**src/rtl/gcd_unit.sv**
```systemverilog
// Multi-cycle binary (Stein) GCD engine with START/BUSY/READY handshake.
// One reduction step per clock in RUN; CYCLES counts RUN edges (saturating).
module gcd_unit #(
  parameter int W  = 16,
  parameter int CW = 8
) (
  input  logic          CLK,
  input  logic          RESET,
  input  logic          START,
  input  logic [W-1:0]  X,
  input  logic [W-1:0]  Y,
  output logic [W-1:0]  OUT,
  output logic          READY,
  output logic          BUSY,
  output logic [CW-1:0] CYCLES
);
  localparam int KW = $clog2(W) + 1;

  typedef enum logic [1:0] {S_IDLE, S_RUN, S_DONE} state_t;

  state_t        r_state, w_state_nxt;
  logic [W-1:0]  r_a, r_b, r_out;
  logic [W-1:0]  w_a_nxt, w_b_nxt, w_out_nxt;
  logic [KW-1:0] r_k, w_k_nxt;
  logic [CW-1:0] r_cyc, w_cyc_nxt;

  always_ff @(posedge CLK or posedge RESET) begin
    if (RESET) r_state <= S_IDLE;
    else       r_state <= w_state_nxt;
  end

  always_comb begin
    w_state_nxt = r_state;
    w_a_nxt     = r_a;
    w_b_nxt     = r_b;
    w_k_nxt     = r_k;
    w_cyc_nxt   = r_cyc;
    w_out_nxt   = r_out;
    case (r_state)
      S_IDLE, S_DONE: begin
        if (START) begin
          w_a_nxt     = X;
          w_b_nxt     = Y;
          w_k_nxt     = '0;
          w_cyc_nxt   = '0;
          w_state_nxt = S_RUN;
        end
      end
      S_RUN: begin
        if (r_cyc != {CW{1'b1}}) w_cyc_nxt = r_cyc + 1'b1;
        // Priority order matters: zero tests first, then common factor of two.
        if (r_a == '0) begin
          w_out_nxt   = r_b << r_k;
          w_state_nxt = S_DONE;
        end else if (r_b == '0) begin
          w_out_nxt   = r_a << r_k;
          w_state_nxt = S_DONE;
        end else if (!r_a[0] && !r_b[0]) begin
          w_a_nxt = r_a >> 1;
          w_b_nxt = r_b >> 1;
          w_k_nxt = r_k + 1'b1;
        end else if (!r_a[0]) begin
          w_a_nxt = r_a >> 1;
        end else if (!r_b[0]) begin
          w_b_nxt = r_b >> 1;
        end else if (r_a >= r_b) begin
          w_a_nxt = r_a - r_b;
        end else begin
          w_b_nxt = r_b - r_a;
        end
      end
      default: w_state_nxt = S_IDLE;
    endcase
  end

  always_ff @(posedge CLK or posedge RESET) begin
    if (RESET) begin
      r_a   <= '0;
      r_b   <= '0;
      r_k   <= '0;
      r_cyc <= '0;
      r_out <= '0;
    end else begin
      r_a   <= w_a_nxt;
      r_b   <= w_b_nxt;
      r_k   <= w_k_nxt;
      r_cyc <= w_cyc_nxt;
      r_out <= w_out_nxt;
    end
  end

  assign OUT    = r_out;
  assign CYCLES = r_cyc;
  assign READY  = (r_state == S_DONE);
  assign BUSY   = (r_state == S_RUN);
endmodule

```
**config.mk**
```make
export PLATFORM = sky130hd
export DESIGN_NAME = gcd_unit
export DESIGN_NICKNAME = d
export VERILOG_FILES = /design/src/rtl/gcd_unit.sv
export SDC_FILE = /design/constraint.sdc
export NUM_CORES = 1
export LEC_CHECK = 0
export BUFFER_PORTS_ARGS = -buffer_cell sky130_fd_sc_hd__clkbuf_2
export CORE_ASPECT_RATIO = 1.5
export CORE_UTILIZATION = 54
export DETAILED_ROUTE_END_ITERATION = 12
export HOLD_SLACK_MARGIN = 0.03
export PLACE_DENSITY_LB_ADDON = 0.05
export SETUP_SLACK_MARGIN = 0.2
export SLEW_MARGIN = 15
export SYNTH_ARGS = -nofsm -noshare
export SYNTH_HDL_FRONTEND = slang
export SYNTH_SLANG_ARGS = --single-unit
```
**constraint.sdc**
```tcl
create_clock -name CLK -period 2.85 [get_ports CLK]
set_input_delay 0.1425 -clock CLK [delete_from_list [all_inputs] [get_ports CLK]]
set_output_delay 0.1425 -clock CLK [all_outputs]
set_load 0.01 [all_outputs]
```
# == Word level (Yosys, flattened, before mapping) ==
# Index checks and enable logic that the tools add are counted.
# classes
n_addsub,4
mul,0
div,0
n_lt_le_gt_ge,1
eq_ne,13
n_shift,2
muxes,30
bitwise,0
reduce_logical,17
# ops
op,count
$mux W16,16
$pmux W16 S2,2
$logic_not A16 Y1,2
$shl A16 B5 Y16,2
$sub A16 B16 Y16,2
$mux W5,4
$ge A16 B16 Y1,1
$mux W8,2
$pmux W8 S2,1
$reduce_and A6 Y1,2
$pmux W5 S2,1
$reduce_and A5 Y1,2
$add A8 B1 Y8 const B,1
$ne A4 B2 Y1 const B,2
$ne A8 B8 Y1 const B,1
$mux W2,3
$ne A2 B2 Y1 const B,3
$ne A3 B1 Y1 const B,2
$add A5 B1 Y5 const B,1
$ne A2 B1 Y1 const B,2
$ne A4 B4 Y1 const B,1
$pmux W2 S2,1
$reduce_and A2 Y1,2
$reduce_and A4 Y1,1
8 further kinds,10
# totals
register_bits,63
latchBits,0
mem_bits_rw,0
rom_bits,0
in_bits,35
out_inout_bits,26
memories,0

# == Logic depth before layout (Yosys ltp) ==
# logic_depth
ltp_word,8
depth_mapped,13
ltp_nobuf,11

# == Least setup slack after synthesis ==
# No wires, ideal clock.
# synth_timing
path_kind,register to register
from,register r_a[0]
to,register r_a[1]
setup_ps,129
arrival_ps,2583
required_time_ps,2721
path_slack_ps,138
stages_incl_launch_ff,13
path_buffers,1
period_less_slack_ps,2712
cell_sequence,dfrtp_1 > inv_1 > ha_1 > inv_1 > fa_1 > nand3_1 > a21oi_1 > o41ai_2 > and2_4 > nor3_2 > buf_4 > a221oi_1 > o31ai_1
# synth_via
elab_chain_cells,8
# synth_rtl
element,line_no,text
start: declaration,22,"logic [W-1:0] r_a, r_b, r_out;"
start signal: assignment,84,r_a <= w_a_nxt;
$sub A16 B16 Y16,67,w_a_nxt = r_a - r_b;
$mux W16,66,end else if (r_a >= r_b) begin
$mux W16,64,end else if (!r_b[0]) begin
$mux W16,62,end else if (!r_a[0]) begin
$mux W16,58,end else if (!r_a[0] && !r_b[0]) begin
$mux W16,55,end else if (r_b == '0) begin
$mux W16,52,if (r_a == '0) begin
$pmux W16 S2,39,case (r_state)
# Parallel ways exist; a longest one is shown, timed or not. The select of a mux whose other input is x is not followed.
# A chain may end at the register's enable or synchronous reset.

# == Worst setup path in the final report ==
# layout_timing
from,register r_a[4]
to,register r_a[14]
# Same word-level chain as after synthesis.

==> flow_metrics.tcl <==
set metrics [dict create \
    firstDrtPassIters 9 \
    avgSynthCellArea_um2 8.52 \
    rsz0062_at_grt "yes" \
    synth_area_leaders "dfrtp_1 28%, ha_1 7.9%, a21oi_1 3.8%" \
    clk_latency_ns 0.34 \
    min_path_type "input pin to asynchronous set/reset pin" \
    netlist.area_leader.share_pct 28.3 \
    seq_area_frac_synth_pct 28.3 \
    period_share_pct 93.9 \
    cts-htree-levels 3 \
    critPathCaptureType "register" \
    synth_edf_count 0 \
    wl_per_cell_um 21.0 \
    cts-root-buf "clkbuf_16" \
    path_max_fanout 6 \
    fin_skew_ns 0.00842 \
    path_cells "inv_1 > ha_4 > buf_6 > nand4_1 > a21oi_4 > buf_4 > o41ai_2 > buf_4 > a31oi_1 > xor2_1 > a221oi_1 > o31ai_1" \
    antenna_found_initial 0 \
    maxCapViolations 0 \
    cp_slowest_cell "dfrtp_2" \
    final_nets 854 \
    cp-start-kind "register" \
    gp_congestion 0.954 \
    worstPathRequired_ns 3.08 \
    pin_count 61 \
    die-area_mm2 0.0107 \
    wl_um 19000 \
    die_h_um 126 \
    synth-adder-area-share_pct 8.58 \
    path_depth 12 \
    ys_warn_count 0 \
    final_antenna_net_count 0 \
    final_cell_mix "92 x buf_4, 60 x clkbuf_2, 54 x nand2_1" \
    finalSetupTns_ns 0 \
    critPathMostFrequentCell "buf_4" \
    start_util_pct 55.3 \
    synthMuxAreaShare_pct 6.15 \
    wl_met1_um 7500 \
    synth-main-ff-cell "dfrtp_1" \
    path_class "register to register" \
    setup_viol 0 \
    async_flop_share_pct 100 \
    vias 5861 \
    synth-xor-area-share_pct 4.72 \
    clock.fmax_ghz 0.374 \
    wl_met2_um 9650 \
    rows 45 \
    violations "DRC" \
    slowest_delay_ns 0.42 \
    netlist-cell-type-count 75 \
    port_buffers 60 \
    slew_headroom_pct 40.2 \
    coreArea_mm2 0.0101 \
    drive_above_1_share_pct 36.0 \
    syn_to_final_growth_pct 33.1 \
    synthSimpleGateAreaFrac_pct 17.6 \
    synth_seq_cells 63 \
    synth_top_family_by_area "compound AO/OA/AOI/OAI gates" \
    first_global_vias 5630 \
    reg2reg_depth 12 \
    hold_viol 0 \
    dpl.hpwl_um 13700 \
    tritoncts "done" \
    grt_max_degree 64 \
    track_usage_pct 35.1 \
    wl_met3_um 984 \
    clk_pin_slew_ns 0.06 \
    cts_made_buffers 9 \
    status "finished, violations left" \
    layout_commonest_cell "buf_4" \
    syn_area_mm2 0.00557 \
    yosys.area.top_type "dfrtp_1" \
    critical-path-top-delay-family "compound AO/OA/AOI/OAI gates" \
    period_needed_ns 2.68 \
    overflow 0 \
    max_slew.worst_pin.slew_ns 0.897 \
    cts_buffer_depth 2 \
    r2r_setup_slack_ns 0.17 \
    first_iter_violations 455 \
    drc 9 \
    fin_cells 904 \
    grt_pass1_wl_um 29200 \
    maxUsedRoutingLayer "met4" \
    synthCells 654 \
    synth_compound_area_share_pct 27.1 \
    die_width_um 84.9 \
    cp_num_buf_inv 4 \
    clkSinkCount 63 \
    drv_slew 0 \
    dp.cells 862 \
    r2r-end "r_a[14]" \
    syn-num-nets 726 \
    via_per_inst 6.48 \
    diodes 0 \
    arrival_ns 2.91 \
    fill_cells 769 \
    r2r_start "r_a[4]" \
]
routing by layer:
metal	track usage (%)	vias up
li1	-	2685
met1	42.5	2848
met2	61.1	252
met3	4.36	76
met4	17.5	0
met5	0	-
Yosys cell counts, types with 3 or more instances:
master and number:
dfrtp_1 63, nand2_1 55, nor2_1 55, inv_1 44, a21oi_1 42, ha_1 35, o21ai_0 28, o31ai_1 26
a221oi_1 20, nor3_1 17, xor2_1 17, buf_2 14, mux2i_1 14, clkbuf_1 13, xnor2_1 13, nand3_1 11
a211oi_1 9, a31oi_1 9, nor4_1 9, nand4_1 8, a21o_1 7, buf_1 7, buf_4 7, mux4_2 7
nor2b_1 7, a221o_1 6, and3_1 6, o21ai_1 6, o22ai_1 6, or3_1 6, a211o_1 5, a22o_1 5
nand2b_1 5, and2_1 4, a21oi_2 3, a22oi_1 3, buf_6 3, mux2_2 3, nor3b_1 3, o21a_1 3
o21bai_1 3, o31ai_2 3
tightest hold or removal path: stages:
cell and delay [ns]:
clkbuf_2 0.08, inv_2 0.03, buf_4 0.63
sequential cells by signal, summed over array words and instances (netlist names):
register / flops
r_k: 5
OUT: 16
r_state: 2
CYCLES: 8
r_a: 16
r_b: 16
how the worst max path moves through the flow:
stage / startpoint / to / slack [ns]
after global routing: r_a[0] / r_a[14] / 0.04
after floorplan: r_a[0] / r_a[1] / 0.21
after CTS: r_a[11] / r_b[14] / 0.16
after global placement: r_a[5] / OUT[8] / 0.11
after detailed placement: r_b[0] / r_b[14] / 0.07
final: r_a[4] / r_a[14] / 0.17
cell type report:
class	instances	area (um^2)	area share, %
multi-input cells	502	4060	54.7
flip-flops and latches	63	1590	21.4
repair buffers	161	1120	15.1
clock buffers	11	253	3.41
inverters	45	169	2.28
well taps	117	146	1.97
clock inverters	5	80.1	1.08
cells by family (layout without fill, tap and decap cells):
kind of cell               Yosys count  count (layout)
DFF                                 63              63
xor gates and xnor gates            30              30
and+or+nand+nor                    199             200
buffers and inverters               90             222
muxes                               25              25
AOI/OAI and AO/OA                  210             210
adders and majority gates           37              37
stage by stage:
stage | cell area (um^2) | hold WS, ns | setup WS (ns) | util (%)
after floorplan | 5570 | 0.250 | 0.211 | -
after global placement | 6370 | 0.348 | 0.111 | 63.2
after detailed placement | 6370 | 0.362 | 0.0748 | 63.2
after CTS | 6820 | 0.0587 | 0.158 | 67.7
after global routing | 7420 | 0.0952 | 0.0401 | 73.6
final | 7420 | 0.0187 | 0.175 | 73.6
what timing repair did:
action	CTS	global route
endpoints found under the hold margin	1	0
gates cloned	0	2
buffers inserted	3	20
hold buffers	1	0
pin swaps	3	32
resized for setup	22	83
setup endpoints to repair	33	44
Power is not shown: default switching activity piles up to over one toggle a cycle in this logic, so the estimate is an artifact.
